### src/rtl/udma_pkg.sv
// Shared types and register map for the hyper config block.
// Register offsets are word addresses; CFG/STATUS bit positions are shared by RTL and bench.
package udma_pkg;

    typedef struct packed {
        logic [31:0] data;
        logic [5:0]  addr;
        logic        valid;
        logic        rwn;
    } cfg_req_t;

    typedef struct packed {
        logic        ready;
        logic [31:0] data;
    } cfg_rsp_t;

    localparam logic [5:0] REG_RX_SADDR = 6'h00;
    localparam logic [5:0] REG_RX_SIZE  = 6'h01;
    localparam logic [5:0] REG_RX_CFG   = 6'h02;
    localparam logic [5:0] REG_TX_SADDR = 6'h04;
    localparam logic [5:0] REG_TX_SIZE  = 6'h05;
    localparam logic [5:0] REG_TX_CFG   = 6'h06;
    localparam logic [5:0] REG_EXT_ADDR = 6'h08;
    localparam logic [5:0] REG_STATUS   = 6'h0A;

    // Offsets inside a channel window (addr[1:0])
    localparam logic [1:0] CH_OFF_SADDR = 2'd0;
    localparam logic [1:0] CH_OFF_SIZE  = 2'd1;
    localparam logic [1:0] CH_OFF_CFG   = 2'd2;

    localparam int unsigned CFG_DSIZE_LSB = 0;
    localparam int unsigned CFG_DSIZE_W   = 2;
    localparam int unsigned CFG_CONT_BIT  = 4;
    localparam int unsigned CFG_EN_BIT    = 5;
    localparam int unsigned CFG_CLR_BIT   = 6;
    localparam int unsigned CFG_PEND_BIT  = 6;

    localparam int unsigned STAT_VALID_BIT  = 0;
    localparam int unsigned STAT_RXERR_BIT  = 1;
    localparam int unsigned STAT_TXERR_BIT  = 2;
    localparam int unsigned STAT_ERRCLR_BIT = 31;

endpackage

### src/rtl/hyper_cfg_ctrl_if.sv
// Per-channel link between a config channel and the uDMA core.
// master = config side, slave = uDMA core side.
interface hyper_cfg_ctrl_if #(
    parameter int unsigned L2_AWIDTH  = 19,
    parameter int unsigned TRANS_SIZE = 20
);
    logic [L2_AWIDTH-1:0]  startaddr;
    logic [TRANS_SIZE-1:0] size;
    logic [1:0]            datasize;
    logic                  continuous;
    logic                  req;
    logic                  clr;
    logic                  en;
    logic                  pending;
    logic [L2_AWIDTH-1:0]  curr_addr;
    logic [TRANS_SIZE-1:0] bytes_left;

    modport master (
        output startaddr, size, datasize, continuous, req, clr,
        input  en, pending, curr_addr, bytes_left
    );

    modport slave (
        input  startaddr, size, datasize, continuous, req, clr,
        output en, pending, curr_addr, bytes_left
    );
endinterface

### src/rtl/hyper_cfg_ch.sv
// One uDMA channel: SADDR/SIZE/CFG registers, req/clr pulses and done event.
// HYPER_CFG_ERR_EN adds the sticky drop error and an event on a dropped EN write.
module hyper_cfg_ch
    import udma_pkg::*;
#(
    parameter int unsigned L2_AWIDTH  = 19,
    parameter int unsigned TRANS_SIZE = 20
) (
    input  logic             i_clk,
    input  logic             i_rst,
    hyper_cfg_ctrl_if.master ch_if,
    input  logic             i_sel,
    input  logic             i_wr,
    input  logic [1:0]       i_off,
    input  logic [31:0]      i_wdata,
    input  logic             i_busy,
`ifdef HYPER_CFG_ERR_EN
    input  logic             i_err_clr,
    output logic             o_err,
`endif
    output logic             o_start_c,
    output logic [31:0]      o_rdata_c,
    output logic             o_evt
);

    logic [L2_AWIDTH-1:0]   r_saddr;
    logic [TRANS_SIZE-1:0]  r_size;
    logic [CFG_DSIZE_W-1:0] r_dsize;
    logic                   r_cont;
    logic                   r_req_arm;
    logic                   r_clr_arm;
    logic                   r_req;
    logic                   r_clr;
    logic                   r_en_d;
    logic                   r_evt;
    logic                   w_cfg_wr;
    logic                   w_en_wr;
    logic                   w_drop;
    logic                   w_drop_evt;
    logic                   w_unused;

    // CLR wins over EN; an EN write is only accepted when the PHY command slot and channel are free
    assign w_cfg_wr  = i_sel & i_wr & (i_off == CH_OFF_CFG);
    assign w_en_wr   = w_cfg_wr & i_wdata[CFG_EN_BIT] & ~i_wdata[CFG_CLR_BIT];
    assign o_start_c = w_en_wr & ~i_busy & ~ch_if.pending;
    assign w_drop    = w_en_wr & (i_busy | ch_if.pending);
    assign w_unused  = ^{i_wdata, w_drop};

    // req/clr are armed on the write edge and fire one cycle later, after the ACK cycle
    always_ff @(posedge i_clk or posedge i_rst) begin
        if (i_rst) begin
            r_saddr   <= '0;
            r_size    <= '0;
            r_dsize   <= '0;
            r_cont    <= 1'b0;
            r_req_arm <= 1'b0;
            r_clr_arm <= 1'b0;
            r_req     <= 1'b0;
            r_clr     <= 1'b0;
            r_en_d    <= 1'b0;
            r_evt     <= 1'b0;
        end else begin
            if (i_sel && i_wr && (i_off == CH_OFF_SADDR)) begin
                r_saddr <= L2_AWIDTH'(i_wdata);
            end
            if (i_sel && i_wr && (i_off == CH_OFF_SIZE)) begin
                r_size <= TRANS_SIZE'(i_wdata);
            end
            if (w_cfg_wr) begin
                r_dsize <= i_wdata[CFG_DSIZE_LSB +: CFG_DSIZE_W];
                r_cont  <= i_wdata[CFG_CONT_BIT];
            end
            r_req_arm <= o_start_c;
            r_clr_arm <= w_cfg_wr & i_wdata[CFG_CLR_BIT];
            r_req     <= r_req_arm;
            r_clr     <= r_clr_arm;
            r_en_d    <= ch_if.en;
            r_evt     <= (r_en_d & ~ch_if.en) | w_drop_evt;
        end
    end

`ifdef HYPER_CFG_ERR_EN
    logic r_err;

    always_ff @(posedge i_clk or posedge i_rst) begin
        if (i_rst) begin
            r_err <= 1'b0;
        end else if (w_drop) begin
            r_err <= 1'b1;
        end else if (i_err_clr) begin
            r_err <= 1'b0;
        end
    end

    assign o_err      = r_err;
    assign w_drop_evt = w_drop;
`else
    assign w_drop_evt = 1'b0;
`endif

    // Readback: address/size reflect live core progress, CFG mixes stored and live bits
    always_comb begin
        o_rdata_c = '0;
        case (i_off)
            CH_OFF_SADDR: o_rdata_c = 32'(ch_if.curr_addr);
            CH_OFF_SIZE:  o_rdata_c = 32'(ch_if.bytes_left);
            CH_OFF_CFG: begin
                o_rdata_c[CFG_DSIZE_LSB +: CFG_DSIZE_W] = r_dsize;
                o_rdata_c[CFG_CONT_BIT]                 = r_cont;
                o_rdata_c[CFG_EN_BIT]                   = ch_if.en;
                o_rdata_c[CFG_PEND_BIT]                 = ch_if.pending;
            end
            default: o_rdata_c = '0;
        endcase
    end

    assign ch_if.startaddr  = r_saddr;
    assign ch_if.size       = r_size;
    assign ch_if.datasize   = r_dsize;
    assign ch_if.continuous = r_cont;
    assign ch_if.req        = r_req;
    assign ch_if.clr        = r_clr;
    assign o_evt            = r_evt;

endmodule

### src/rtl/hyper_cfg_ctrl.sv
// HyperBus uDMA config controller: register access FSM, RX/TX channels and PHY command.
// Build option HYPER_CFG_ERR_EN enables sticky drop errors in STATUS[2:1].
module hyper_cfg_ctrl
    import udma_pkg::*;
#(
    parameter int unsigned L2_AWIDTH  = 19,
    parameter int unsigned TRANS_SIZE = 20
) (
    input  logic                  sys_clk_i,
    input  logic                  rst_i,
    input  cfg_req_t              cfg_req_i,
    output cfg_rsp_t              cfg_rsp_o,
    output logic [L2_AWIDTH-1:0]  rx_startaddr_o,
    output logic [TRANS_SIZE-1:0] rx_size_o,
    output logic [1:0]            rx_datasize_o,
    output logic                  rx_continuous_o,
    output logic                  rx_req_o,
    output logic                  rx_clr_o,
    input  logic                  rx_en_i,
    input  logic                  rx_pending_i,
    input  logic [L2_AWIDTH-1:0]  rx_curr_addr_i,
    input  logic [TRANS_SIZE-1:0] rx_bytes_left_i,
    output logic [L2_AWIDTH-1:0]  tx_startaddr_o,
    output logic [TRANS_SIZE-1:0] tx_size_o,
    output logic [1:0]            tx_datasize_o,
    output logic                  tx_continuous_o,
    output logic                  tx_req_o,
    output logic                  tx_clr_o,
    input  logic                  tx_en_i,
    input  logic                  tx_pending_i,
    input  logic [L2_AWIDTH-1:0]  tx_curr_addr_i,
    input  logic [TRANS_SIZE-1:0] tx_bytes_left_i,
    output logic                  trans_valid_o,
    input  logic                  trans_ready_i,
    output logic                  trans_rwn_o,
    output logic [31:0]           trans_addr_o,
    output logic [TRANS_SIZE-1:0] trans_size_o,
    output logic [1:0]            evt_o
);

    localparam logic [0:0] ST_IDLE = 1'b0;
    localparam logic [0:0] ST_ACK  = 1'b1;

    logic [0:0]            r_state;
    logic [0:0]            w_state_nxt;
    logic                  w_access;
    logic                  w_wr;
    logic                  w_rx_sel;
    logic                  w_tx_sel;
    logic                  w_rx_start;
    logic                  w_tx_start;
    logic                  w_rx_evt;
    logic                  w_tx_evt;
    logic                  w_rx_err;
    logic                  w_tx_err;
    logic [31:0]           w_rx_rdata;
    logic [31:0]           w_tx_rdata;
    logic [31:0]           w_rdata;
    logic [31:0]           r_ext_addr;
    cfg_rsp_t              r_rsp;
    logic                  r_trans_valid;
    logic                  r_trans_rwn;
    logic [31:0]           r_trans_addr;
    logic [TRANS_SIZE-1:0] r_trans_size;

    hyper_cfg_ctrl_if #(.L2_AWIDTH(L2_AWIDTH), .TRANS_SIZE(TRANS_SIZE)) u_rx_if ();
    hyper_cfg_ctrl_if #(.L2_AWIDTH(L2_AWIDTH), .TRANS_SIZE(TRANS_SIZE)) u_tx_if ();

    always_ff @(posedge sys_clk_i or posedge rst_i) begin
        if (rst_i) begin
            r_state <= ST_IDLE;
        end else begin
            r_state <= w_state_nxt;
        end
    end

    // Access is taken on the IDLE->ACK edge; ACK always lasts one cycle
    always_comb begin
        w_state_nxt = r_state;
        w_access    = 1'b0;
        case (r_state)
            ST_IDLE: begin
                if (cfg_req_i.valid) begin
                    w_state_nxt = ST_ACK;
                    w_access    = 1'b1;
                end
            end
            ST_ACK:  w_state_nxt = ST_IDLE;
            default: w_state_nxt = ST_IDLE;
        endcase
    end

    assign w_wr     = w_access & ~cfg_req_i.rwn;
    assign w_rx_sel = (cfg_req_i.addr[5:2] == REG_RX_SADDR[5:2]);
    assign w_tx_sel = (cfg_req_i.addr[5:2] == REG_TX_SADDR[5:2]);

`ifdef HYPER_CFG_ERR_EN
    logic w_err_clr;
    assign w_err_clr = w_wr & (cfg_req_i.addr == REG_STATUS) & cfg_req_i.data[STAT_ERRCLR_BIT];
`else
    assign w_rx_err = 1'b0;
    assign w_tx_err = 1'b0;
`endif

    hyper_cfg_ch #(.L2_AWIDTH(L2_AWIDTH), .TRANS_SIZE(TRANS_SIZE)) u_rx_ch (
        .i_clk     (sys_clk_i),
        .i_rst     (rst_i),
        .ch_if     (u_rx_if),
        .i_sel     (w_rx_sel),
        .i_wr      (w_wr),
        .i_off     (cfg_req_i.addr[1:0]),
        .i_wdata   (cfg_req_i.data),
        .i_busy    (r_trans_valid),
`ifdef HYPER_CFG_ERR_EN
        .i_err_clr (w_err_clr),
        .o_err     (w_rx_err),
`endif
        .o_start_c (w_rx_start),
        .o_rdata_c (w_rx_rdata),
        .o_evt     (w_rx_evt)
    );

    hyper_cfg_ch #(.L2_AWIDTH(L2_AWIDTH), .TRANS_SIZE(TRANS_SIZE)) u_tx_ch (
        .i_clk     (sys_clk_i),
        .i_rst     (rst_i),
        .ch_if     (u_tx_if),
        .i_sel     (w_tx_sel),
        .i_wr      (w_wr),
        .i_off     (cfg_req_i.addr[1:0]),
        .i_wdata   (cfg_req_i.data),
        .i_busy    (r_trans_valid),
`ifdef HYPER_CFG_ERR_EN
        .i_err_clr (w_err_clr),
        .o_err     (w_tx_err),
`endif
        .o_start_c (w_tx_start),
        .o_rdata_c (w_tx_rdata),
        .o_evt     (w_tx_evt)
    );

    // Read mux; anything outside the map (incl. addr[5]=1) reads as zero
    always_comb begin
        w_rdata = '0;
        if (w_rx_sel) begin
            w_rdata = w_rx_rdata;
        end else if (w_tx_sel) begin
            w_rdata = w_tx_rdata;
        end else if (cfg_req_i.addr == REG_EXT_ADDR) begin
            w_rdata = r_ext_addr;
        end else if (cfg_req_i.addr == REG_STATUS) begin
            w_rdata[STAT_VALID_BIT] = r_trans_valid;
            w_rdata[STAT_RXERR_BIT] = w_rx_err;
            w_rdata[STAT_TXERR_BIT] = w_tx_err;
        end
    end

    always_ff @(posedge sys_clk_i or posedge rst_i) begin
        if (rst_i) begin
            r_rsp      <= '0;
            r_ext_addr <= '0;
        end else begin
            r_rsp.ready <= w_access;
            r_rsp.data  <= (w_access && cfg_req_i.rwn) ? w_rdata : '0;
            if (w_wr && (cfg_req_i.addr == REG_EXT_ADDR)) begin
                r_ext_addr <= cfg_req_i.data;
            end
        end
    end

    // Single PHY command slot, held until the PHY accepts it
    always_ff @(posedge sys_clk_i or posedge rst_i) begin
        if (rst_i) begin
            r_trans_valid <= 1'b0;
            r_trans_rwn   <= 1'b0;
            r_trans_addr  <= '0;
            r_trans_size  <= '0;
        end else if (w_rx_start) begin
            r_trans_valid <= 1'b1;
            r_trans_rwn   <= 1'b1;
            r_trans_addr  <= r_ext_addr;
            r_trans_size  <= u_rx_if.size;
        end else if (w_tx_start) begin
            r_trans_valid <= 1'b1;
            r_trans_rwn   <= 1'b0;
            r_trans_addr  <= r_ext_addr;
            r_trans_size  <= u_tx_if.size;
        end else if (r_trans_valid && trans_ready_i) begin
            r_trans_valid <= 1'b0;
        end
    end

    assign u_rx_if.en         = rx_en_i;
    assign u_rx_if.pending    = rx_pending_i;
    assign u_rx_if.curr_addr  = rx_curr_addr_i;
    assign u_rx_if.bytes_left = rx_bytes_left_i;
    assign u_tx_if.en         = tx_en_i;
    assign u_tx_if.pending    = tx_pending_i;
    assign u_tx_if.curr_addr  = tx_curr_addr_i;
    assign u_tx_if.bytes_left = tx_bytes_left_i;

    assign rx_startaddr_o  = u_rx_if.startaddr;
    assign rx_size_o       = u_rx_if.size;
    assign rx_datasize_o   = u_rx_if.datasize;
    assign rx_continuous_o = u_rx_if.continuous;
    assign rx_req_o        = u_rx_if.req;
    assign rx_clr_o        = u_rx_if.clr;
    assign tx_startaddr_o  = u_tx_if.startaddr;
    assign tx_size_o       = u_tx_if.size;
    assign tx_datasize_o   = u_tx_if.datasize;
    assign tx_continuous_o = u_tx_if.continuous;
    assign tx_req_o        = u_tx_if.req;
    assign tx_clr_o        = u_tx_if.clr;

    assign cfg_rsp_o     = r_rsp;
    assign trans_valid_o = r_trans_valid;
    assign trans_rwn_o   = r_trans_rwn;
    assign trans_addr_o  = r_trans_addr;
    assign trans_size_o  = r_trans_size;
    assign evt_o         = {w_tx_evt, w_rx_evt};

endmodule

### config.mk
export PLATFORM = sky130hd
export DESIGN_NAME = hyper_cfg_ctrl
export DESIGN_NICKNAME = d
export VERILOG_FILES = /design/src/rtl/udma_pkg.sv /design/src/rtl/hyper_cfg_ctrl_if.sv /design/src/rtl/hyper_cfg_ch.sv /design/src/rtl/hyper_cfg_ctrl.sv
export SDC_FILE = /design/constraint.sdc
export NUM_CORES = 1
export LEC_CHECK = 0
export CAP_MARGIN = 25
export CORE_AREA = 2 2 153 155
export DETAILED_ROUTE_END_ITERATION = 12
export DIE_AREA = 0 0 155 157
export PLACE_DENSITY = 0.76
export SLEW_MARGIN = 15
export SYNTH_ARGS = -nofsm -noshare
export SYNTH_HDL_FRONTEND = slang
export SYNTH_HIERARCHICAL = 1
export SYNTH_SLANG_ARGS = --single-unit
### constraint.sdc
create_clock -name sys_clk_i -period 4 [get_ports sys_clk_i]
set_clock_uncertainty 0.15 [all_clocks]
set_input_delay 0.8 -clock sys_clk_i [delete_from_list [all_inputs] [get_ports sys_clk_i]]
set_output_delay 0.8 -clock sys_clk_i [all_outputs]
set_load 0.01 [all_outputs]
==> impl_metrics.env <==
export IMPL_viasPerCell=5.21
export IMPL_cts_setup_buffers=0
export IMPL_synthXorXnorAreaFrac=0
export IMPL_layout_nets=1167
export IMPL_synth_compound_area_frac=0.0639
export IMPL_synthCells=745
export IMPL_num_fill_cells=1843
export IMPL_grt_first_pass_wirelength_um=43900
export IMPL_worstSetupPathType="input pin to register"
export IMPL_start_util=0.418
export IMPL_design_die_area_mm2=0.0243
export IMPL_dp_hpwl_um=20900
export IMPL_fp_row_count=55
export IMPL_cap_viol_max_count=0
export IMPL_vdd_ir_drop_max_mv=0.271
export IMPL_die_width_um=155
export IMPL_synth_top_family_by_area="multiplexers"
export IMPL_worstHoldPathCells=0
export IMPL_ctsHtreeMaxLevel=1
export IMPL_hold_viol_final=0
export IMPL_postCtsHoldBufs=0
export IMPL_root_buffer="clkbuf_16"
export IMPL_dr_pass1_iters=4
export IMPL_synthFlopType="dfrtp_1"
export IMPL_cts_resized=0
export IMPL_cts_buffers=23
export IMPL_synth_edf_count=0
export IMPL_grt_max_degree=120
export IMPL_synthToLayoutAreaGrowth_pct=42.7
export IMPL_yosys_cell_types_count=28
export IMPL_worst_pin_slew_ns=0.732
export IMPL_ant_nets=0
export IMPL_r2r_slack_ns=1.34
export IMPL_insertion_delay_ns=0.52
export IMPL_cts_tree="built"
export IMPL_drt_total_wl_um=29100
export IMPL_whs_ns=0.199
export IMPL_grt_pass1_vias=7291
export IMPL_power_density_mw_per_mm2=365
export IMPL_final_common_cell="clkdlybuf4s50_1"
export IMPL_total_power_mw=4.89
export IMPL_synth_fa_ha_area_frac=0
export IMPL_hold_path_class="register to register"
export IMPL_p_leak_nw=6.11
export IMPL_finalSetupTns_ns=0
export IMPL_placed_cells=1301
export IMPL_cp_start_kind="input pin"
export IMPL_overflow=0
export IMPL_vias=6973
export IMPL_synthArstFlopShare=1.00
export IMPL_grt_antenna_before_repair=0
export IMPL_ys_ff_latch=215
export IMPL_layout_common_cells="clkdlybuf4s50_1 (299), dfrtp_1 (215), mux2_2 (127), nor2_1 (62), mux2i_1 (58)"
export IMPL_clk_pin_slew_ns=0.06
export IMPL_clockBufferDepth=3
export IMPL_slew_violations=0
export IMPL_instances_no_fill=1339
export IMPL_setup_viol=0
export IMPL_drc=0
export IMPL_clock_sinks=215
export IMPL_syn_area_mm2=0.00940
export IMPL_cp_arrival_ns=3.28
export IMPL_yosysSeqAreaShare=0.573
export IMPL_crit_path_max_fanout=25
export IMPL_layout_drive_gt1_share=0.190
export IMPL_period_needed_ns=3.04
export IMPL_fmax_ghz=0.329
export IMPL_synthSimpleGateAreaFrac=0.0718
export IMPL_final_util=0.596
export IMPL_grt_setup_unrepaired="false"
export IMPL_status="completed"
export IMPL_reg2reg_depth=6
export IMPL_die_y_um=157
export IMPL_port_buffers=301
export IMPL_synthMuxAreaShare=0.240
export IMPL_pin_count=302
export IMPL_wl_per_cell_um=21.8
export IMPL_crit_path_end_kind="register"
export IMPL_fin_crit_sh=0.760
export IMPL_grt_use_total=0.236
export IMPL_ys_warn_count=6
export IMPL_diodes=0
export IMPL_syn_avg_cell_area_um2=12.6
export IMPL_place_congestion=0.813
export IMPL_drtIter0Drc=359
export IMPL_core_area_mm2=0.0225
export IMPL_required_ns=4.24
export IMPL_slew_headroom=0.512
## cells by family after synthesis
family / Yosys count
compound gates: 96
other cells: 2
mux: 207
flops: 215
simple gates: 140
buf+inv: 85
## critical path: stages
cell             delay [ns]
clkdlybuf4s50_1        0.48
or4_1                  0.63
inv_1                  0.14
nand4b_1               0.15
nor4_2                 0.40
nor2_4                 0.15
buf_12                 0.21
mux2_2                 0.29
## routing by layer
metal	wire length (um)	track usage	vias to the layer above
li1	-	-	3166
met1	11700	0.291	3502
met2	14800	0.419	266
met3	2120	0.0548	39
met4	614	0.0608	0
met5	0	0	-
## sequential cells by signal (all words and copies together), names as in the netlist, 2 cells and up
signal / count
trans_size_o: 20
u_tx_ch/ch_if.size: 20
u_rx_ch/ch_if.size: 20
trans_addr_o: 32
cfg_rsp_o: 33
u_tx_ch/ch_if.startaddr: 19
u_rx_ch/ch_if.startaddr: 19
r_ext_addr: 32
u_rx_ch/ch_if.datasize: 2
u_tx_ch/ch_if.datasize: 2
## per-stage QoR
stage | setup slack [ns] | instance area [um^2]
floorplan | 0.748 | 9480
global placement | 0.475 | 12600
detailed placement | 0.424 | 12700
CTS | 0.955 | 13400
global route | 0.820 | 13400
finish | 0.960 | 13400
## cell usage after synthesis (9+ instances only)
master	count	area [um^2]
o21ai_0	53	265
nand3_1	32	160
buf_4	31	233
mux2i_1	58	581
dfrtp_1	215	5380
a211oi_1	32	240
mux2_2	127	1430
nand2_1	21	78.8
mux2_1	22	248
o2bb2ai_1	10	87.6
clkbuf_1	24	90.1
buf_2	19	95.1
inv_1	9	33.8
nor2_1	63	236
## power by group
| part | total, mW | leakage, nW | internal, mW | switching (mW) |
|---|---|---|---|---|
| Clock | 2.02 | 0.353 | 1.17 | 0.850 |
| Combinational | 0.564 | 2.79 | 0.306 | 0.257 |
| Sequential | 2.31 | 2.97 | 2.26 | 0.0570 |
| Total | 4.89 | 6.11 | 3.73 | 1.16 |
## cell type report
cell class / count / area (um^2) / area share
well taps: 285 / 357 / 0.0266
clock buffers: 33 / 673 / 0.0502
repair buffers: 326 / 3240 / 0.242
multi-input cells: 467 / 3680 / 0.275
inverters: 9 / 37.5 / 0.00280
clock inverters: 4 / 35.0 / 0.00261
flip-flops and latches: 215 / 5380 / 0.401
## final timing paths
check	startpoint	endpoint
min reg2reg	u_tx_ch/r_req_arm$_DFF_PP0_	u_tx_ch/ch_if.req$_DFF_PP0_
max reg2reg	cfg_rsp_o[32]$_DFF_PP0_	trans_size_o[6]$_DFFE_PP0P_
min in group asynchronous	rst_i	u_rx_ch/ch_if.size[16]$_DFFE_PP0P_
max	cfg_req_i[7]	trans_addr_o[15]$_DFFE_PP0P_
max in group asynchronous	rst_i	trans_addr_o[13]$_DFFE_PP0P_
min	u_tx_ch/r_req_arm$_DFF_PP0_	u_tx_ch/ch_if.req$_DFF_PP0_
No activity file was read; power rests on OpenSTA's default activity.
